**src/rtl/memory_master.sv**
```systemverilog
// memory_master: valid/ready front end for a single-port synchronous memory,
// issuing single writes and incrementing burst reads with a back-pressured response.
module memory_master #(
  parameter int WIDTH = 8,
  parameter int LEN_W = 4
) (
  input  logic                 clk,
  input  logic                 rst,
  input  logic                 req_valid,
  output logic                 req_ready,
  input  logic                 req_write,
  input  logic [WIDTH-1:0]     req_addr,
  input  logic [2*WIDTH-1:0]   req_wdata,
  input  logic [LEN_W-1:0]     req_len,
  output logic                 resp_valid,
  input  logic                 resp_ready,
  output logic [2*WIDTH-1:0]   resp_rdata,
  output logic                 resp_last,
  output logic                 mem_write,
  output logic                 mem_read,
  output logic [WIDTH-1:0]     mem_addr,
  output logic [2*WIDTH-1:0]   mem_wdata,
  input  logic [2*WIDTH-1:0]   mem_rdata
);
  typedef enum logic [2:0] {IDLE, WR, RD_ISSUE, RD_CAPT, RD_RESP} state_t;
  state_t r_state, w_state;
  logic [LEN_W-1:0] r_cnt, w_cnt;
  logic r_wr, w_wr, r_rd, w_rd, r_rv, w_rv, r_last, w_last;
  logic [WIDTH-1:0] r_addr, w_addr;
  logic [2*WIDTH-1:0] r_wdata, w_wdata, r_rdata, w_rdata;
  always_ff @(posedge clk or posedge rst) begin
    if (rst) begin
      r_state <= IDLE;
      r_cnt   <= '0;
      r_wr    <= 1'b0;
      r_rd    <= 1'b0;
      r_rv    <= 1'b0;
      r_last  <= 1'b0;
      r_addr  <= '0;
      r_wdata <= '0;
      r_rdata <= '0;
    end else begin
      r_state <= w_state;
      r_cnt   <= w_cnt;
      r_wr    <= w_wr;
      r_rd    <= w_rd;
      r_rv    <= w_rv;
      r_last  <= w_last;
      r_addr  <= w_addr;
      r_wdata <= w_wdata;
      r_rdata <= w_rdata;
    end
  end
  always_comb begin
    w_state = r_state;
    w_cnt   = r_cnt;
    w_wr    = r_wr;
    w_rd    = r_rd;
    w_rv    = r_rv;
    w_last  = r_last;
    w_addr  = r_addr;
    w_wdata = r_wdata;
    w_rdata = r_rdata;
    case (r_state)
      IDLE: if (req_valid) begin
        w_addr = req_addr;
        if (req_write) begin
          w_wr    = 1'b1;
          w_wdata = req_wdata;
          w_state = WR;
        end else begin
          w_rd    = 1'b1;
          w_cnt   = req_len;
          w_state = RD_ISSUE;
        end
      end
      WR: begin
        w_wr    = 1'b0;
        w_wdata = '0;
        w_state = IDLE;
      end
      RD_ISSUE: begin
        w_rd    = 1'b0;
        w_state = RD_CAPT;
      end
      RD_CAPT: begin
        w_rdata = mem_rdata;
        w_rv    = 1'b1;
        w_last  = (r_cnt == '0);
        w_state = RD_RESP;
      end
      RD_RESP: if (resp_ready) begin
        w_rv   = 1'b0;
        w_last = 1'b0;
        // next beat wraps the address naturally at 2^WIDTH
        if (r_cnt == '0) w_state = IDLE;
        else begin
          w_cnt   = r_cnt - 1'b1;
          w_addr  = r_addr + 1'b1;
          w_rd    = 1'b1;
          w_state = RD_ISSUE;
        end
      end
      default: w_state = IDLE;
    endcase
  end
  assign req_ready  = (r_state == IDLE);
  assign resp_valid = r_rv;
  assign resp_rdata = r_rdata;
  assign resp_last  = r_last;
  assign mem_write  = r_wr;
  assign mem_read   = r_rd;
  assign mem_addr   = r_addr;
  assign mem_wdata  = r_wdata;
endmodule
```
**config.mk**
```make
export PLATFORM = sky130hd
export DESIGN_NAME = memory_master
export DESIGN_NICKNAME = d
export VERILOG_FILES = /design/src/rtl/memory_master.sv
export SDC_FILE = /design/constraint.sdc
export NUM_CORES = 1
export LEC_CHECK = 0
export BUFFER_PORTS_ARGS = -buffer_cell sky130_fd_sc_hd__buf_2
export CAP_MARGIN = 10
export CORE_MARGIN = 2
export CORE_UTILIZATION = 46
export DETAILED_ROUTE_END_ITERATION = 8
export GPL_TIMING_DRIVEN = 0
export PLACE_DENSITY = 0.86
export SETUP_SLACK_MARGIN = 0.4
export SLEW_MARGIN = 10
export SYNTH_ARGS = -nofsm -noshare
export SYNTH_HDL_FRONTEND = slang
export SYNTH_SLANG_ARGS = --single-unit
```
**constraint.sdc**
```tcl
create_clock -name clk -period 3 [get_ports clk]
set_input_delay 0.3 -clock clk [delete_from_list [all_inputs] [get_ports clk]]
set_output_delay 0.3 -clock clk [all_outputs]
set_load 0.01 [all_outputs]
```
## Yosys cells after proc, flatten, opt, wreduce, memory -nomap -nowiden

Cells that the tools add are included.

| word-level totals | value |
|---|---|
| flip-flop bits (word level) | 51 |
| bits of input ports | 49 |
| output and inout port bits | 45 |
| word-level logic and storage cells | 60 |

| operators by class | value |
|---|---|
| add/subtract/negate cells | 2 |
| equality and inequality tests | 9 |
| multiplexer cells | 28 |
| reductions and logical operators | 12 |

Operator list:

| kind | number |
|---|---|
| 2-to-1 mux 16 bit | 2 |
| case mux 16 bit (2 select lines) | 1 |
| 2-to-1 mux 8 bit | 3 |
| 2-to-1 mux 4 bit | 4 |
| case mux 8 bit (2 select lines) | 1 |
| case mux 3 bit (4 select lines) | 1 |
| AND reduction 5 bit | 2 |
| adder 8 x 1 -> 8 bit, second input constant | 1 |
| inequality test 2 bit, second input constant | 4 |
| case mux 4 bit (2 select lines) | 1 |
| 2-to-1 mux 1 bit | 7 |
| equality test 3 x 2 -> 1 bit, second input constant | 2 |
| 2-to-1 mux 3 bit | 2 |
| case mux 1 bit (2 select lines) | 3 |
| nonzero test 2 bit | 3 |
| logical NOT 4 bit | 1 |
| 2-to-1 mux 2 bit | 2 |
| AND reduction 2 bit | 2 |
| AND reduction 4 bit | 1 |
| subtractor 4 x 1 -> 4 bit, second input constant | 1 |
| equality test 3 x 1 -> 1 bit, second input constant | 1 |
| equality test 3 bit, second input constant | 1 |
| logical NOT 3 bit | 1 |
| case mux 1 bit (3 select lines) | 1 |
| other kinds (3) | 3 |

## Depth between registers and ports, before layout

| logic depth | value |
|---|---|
| depth in word-level cells | 4 |
| mapped depth | 7 |
| gate-level depth less buffers | 6 |

## Least setup slack after synthesis

OpenSTA, ideal clock, no wires.

| path | value |
|---|---|
| kind | register to register |
| from | register r_cnt[0] |
| to | register r_addr[6], in the netlist mem_addr[6] |
| setup time | 0.118 ns |
| arrival | 1.601 ns |
| data required time | 2.882 ns |
| path slack | 1.280 ns |
| cell stages (with the launch flop) | 7 |
| cell sequence | dfrtp_1 > inv_1 > ha_1 > or3b_4 > a32oi_4 > a21oi_2 > o2bb2a_4 |

| on the way | value |
|---|---|
| cells in the longest elaborated chain, start to end | 3 |

Ends and longest elaborated chain:

| element | line | source |
|---|---|---|
| from (decl) | 27 | `logic [LEN_W-1:0] r_cnt, w_cnt;` |
| from (signal assigned) | 44 | `r_cnt <= w_cnt;` |
| logical NOT 4 bit | 96 | `if (r_cnt == '0) w_state = IDLE;` |
| inequality test 2 bit (no line) | -- |  |
| AND reduction 4 bit (no line) | -- |  |
| to (signal assigned) | 49 | `r_addr <= w_addr;` |
| to (decl) | 29 | `logic [WIDTH-1:0] r_addr, w_addr;` |

Every way passes these cells.
A chain may end at the register's enable or synchronous reset.

## Final worst setup path

Ends and elaborated chain as after synthesis.

==> out/summary.md <==
The flow ran to the end, and the final reports show no timing, DRC or antenna violations. Among all stages on the critical path, the largest delay is contributed by sky130_fd_sc_hd__or3b_4. The routed length per placed instance came out at 14.14 µm.

After routing the design area is 3008 µm². Entering global routing, the biggest net connects 34 pins. Setup violations remaining at the end of the flow were counted as 0. For the final hold violation count, the log shows 0. The number of synthesized flops with an enable pin came out at 0. In this run, placement finished with an instance count of 348. TritonCTS built the clock tree. Average via count per standard cell: 5.258.

The cell area reported after detailed placement is 2877 µm². Walking the worst path, the cells encountered are inv_1, ha_1, or3b_4, a32oi_4, a21oi_2, o2bb2a_4. Final cycle utilization of the critical path: 63.36%. The synthesized design contains 51 register bits. The height of the die is 74.82 µm, and the number of iterations in the first detailed-routing pass is 4. The run gives 340 as the layout net count. In this run the power density over the cells is 1028 nW/µm². The number of unique standard cell types used by synthesis is 43. The clock passes through at most 2 buffers.

The final period demand of the worst path came out at 1901 ps. For this run, design rule violations remaining after detail routing come to 0. For the via total after detailed routing, the log shows 1877. Global routing used 18.59% of the available tracks across all layers. The design draws 0.003091 W. CTS saw 51 sinks.

The net count after synthesis is 238, and the remaining global-route overflow is 0. In this run the cell area of the synthesized design comes to 2307 µm². The H-tree was split into 2 levels. The number of gates resized after CTS was 0. Share of post-route cells with drive strength above 1: 48.62%. Clock latency on the worst-skew pair, taken at its later pin, is 300 ps. The maximum fanout along the worst path came out at 9. In this run the remaining antenna-violating nets after routing total 0.

The initial antenna violation count is 0. The worst min-delay path category was input port to flop. The average instance in the mapped netlist occupies 12.34 µm².

The number of max-cap violations was 0; the post-synthesis instance total was 187. The first global-routing pass estimated 8.038 mm of wire. For this run, the number of standard cells in the final layout without fillers is 357.

At the worst endpoint, the arrival time is 2100 ps. The tools report the post-cts hold buffer count as 1. Die width: 74.82 µm. The category of the critical setup timing path was flop to flop.

For the register area share after synthesis, the log shows 55.31%. The remaining max-slew budget at the tightest pin is 73.15%. The run gives 0 as the antenna diode instance count. Max-slew violation count: 0. Detailed placement ended at an HPWL of 3.795 mm. The layout-stage area growth over the synthesis result was 30.37%.

Once the clock tree was built, the setup fixing pass inserted 0 buffers. For this configuration, the core starts out at a cell density of 48.21%. The maximum clock rate was 0.5261 GHz. After floorplanning, the core was sized to cover 4786 µm². Delay contributed by the slowest stage of the critical path: 440 ps. The total die area came out at 5598 µm². The primary flip-flop cell chosen by synthesis mapping is sky130_fd_sc_hd__dfrtp_1. Buffers inserted during clock tree synthesis total 5. VDD sags by at most 523.5 µV. The tools report the nature of the critical path startpoint as a flop. Reported leakage power: 1.495 nW. For this block, the routed nets add up to 5.049 mm of wire.

The cell chosen for the clock root is sky130_fd_sc_hd__clkbuf_8. For the final database, setup skew stands at 8.892 ps. At the pin with the least slew margin, the transition time is 402.1 ps. After routing, the total negative slack on setup checks comes to 0 ps.

The logs give 40 for the number of DRC violations after detailed-routing iteration 0 and 62.85% for the post-layout utilization of the core. The tools report the nature of the critical path endpoint as a flop. For this run, asynchronously set or reset flops after synthesis account for 100.0%.

Setup repair after global routing left no endpoint under its margin. After floorplanning, the core was divided into 25 placement rows. The count of yosys warnings during synthesis is 0, and the last weighted congestion value of the routability-driven placer is 0.7572.

For the via count of the first global-routing pass, the log shows 1855. For the worst setup path, the data required time is 3200 ps. Pin placement for this block handled 94 I/O pins. The number of buffers and inverters on the critical path is 1, and the number of I/O port buffers is 93. After clock tree synthesis, the clock-pin slew on the worst setup and hold paths is 90 ps. Among cell families on the critical path, the largest total delay comes from compound AO/OA/AOI/OAI gates.
cells in the final DEF, fill, tap and decap left out, types with 8 or more instances in the layout:
| cell type | instances |
|---|---|
| sky130_fd_sc_hd__a21oi_1 | 11 |
| sky130_fd_sc_hd__o21ai_0 | 8 |
| sky130_fd_sc_hd__nand2_1 | 11 |
| sky130_fd_sc_hd__buf_2 | 96 |
| sky130_fd_sc_hd__a22o_1 | 16 |
| sky130_fd_sc_hd__mux2_2 | 16 |
| sky130_fd_sc_hd__nand3_1 | 8 |
| sky130_fd_sc_hd__dfrtp_1 | 51 |
metrics by stage:
stage	setup WS (ps)	hold slack, ps
2_1_floorplan	1280	407.7
5_1_grt	994.4	215.0
3_5_place_dp	1128	309.8
3_3_place_gp	859.2	458.6
6_report	1099	227.0
4_1_cts	1111	210.6
state kept, by name, indices dropped and copies added, names as in the netlist:
| name | cells |
|---|---|
| r_state | 3 |
| mem_read | 1 |
| mem_wdata | 16 |
| resp_last | 1 |
| resp_rdata | 16 |
| resp_valid | 1 |
| mem_write | 1 |
| r_cnt | 4 |
| mem_addr | 8 |
synth_stat cells, types with 2 or more instances:
cell type / n / area, µm²
sky130_fd_sc_hd__dfrtp_1: 51 / 1276
sky130_fd_sc_hd__a22o_1: 16 / 140.1
sky130_fd_sc_hd__mux2_2: 16 / 180.2
sky130_fd_sc_hd__a21oi_1: 11 / 55.05
sky130_fd_sc_hd__nand2_1: 11 / 41.29
sky130_fd_sc_hd__nand3_1: 8 / 40.04
sky130_fd_sc_hd__o21ai_0: 8 / 40.04
sky130_fd_sc_hd__buf_6: 6 / 67.56
sky130_fd_sc_hd__nor2_1: 6 / 22.52
sky130_fd_sc_hd__o21ai_1: 5 / 25.02
sky130_fd_sc_hd__buf_4: 4 / 30.03
sky130_fd_sc_hd__inv_1: 4 / 15.01
sky130_fd_sc_hd__nor3_1: 4 / 20.02
sky130_fd_sc_hd__buf_2: 3 / 15.01
sky130_fd_sc_hd__a2bb2oi_1: 2 / 17.52
sky130_fd_sc_hd__and3_1: 2 / 12.51
sky130_fd_sc_hd__ha_1: 2 / 25.02
sky130_fd_sc_hd__o21a_1: 2 / 15.01
sky130_fd_sc_hd__o22ai_1: 2 / 12.51
metal layers:
layer	global-route usage [%]	share of wire, %
met2	33.82	51
met4	4.365	0.51
met3	4.418	6.2
met1	22.19	42
met5	0	0
path summary, 6_finish.rpt:
kind / from / to / slack, ps / depth (start not counted)
hold reg to reg: mem_write / mem_write / 480 / 1
setup / recovery: r_cnt[0] / mem_addr[6] / 1100 / 6
hold / removal: req_wdata[8] / mem_wdata[8] / 230 / 2
setup reg to reg: r_cnt[0] / mem_addr[6] / 1100 / 6
min in group asynchronous: rst / mem_wdata[5] / 530 / 3
max in group asynchronous: rst / mem_read / 1960 / 4
logic make-up after synthesis:
group	share of synthesized area, %
buffers and inverters	5.748
AOI/OAI and AO/OA	19.20
DFF	55.31
and+or+nand+nor	10.41
muxes	8.243
adders and majority gates	1.084
layout make-up:
type	count	area, µm²
multi-input combinational	118	898.4
timing repair buffer	95	495.5
fill	394	1778
tap	67	83.83
inverter	4	15.01
clock buffer	6	82.58
buffer	14	117.6
sequential	51	1276
clock inverter	2	38.79
power by group:
part | switching, W | internal, W | leakage [nW]
Combinational | 0.000708 | 0.000690 | 0.808
Sequential | 0.000195 | 0.00100 | 0.625
Clock | 0.000224 | 0.000274 | 0.0618
worst register-to-register path, delay by kind of cell, from the launching register on:
family / cells / cell delay [ps]
and+or+nand+nor: 1 / 440
AOI/OAI and AO/OA: 3 / 690
adders and majority gates: 1 / 200
DFF: 1 / 390
buffers and inverters: 1 / 90
Note: power is estimated with default switching activity, not from simulation.
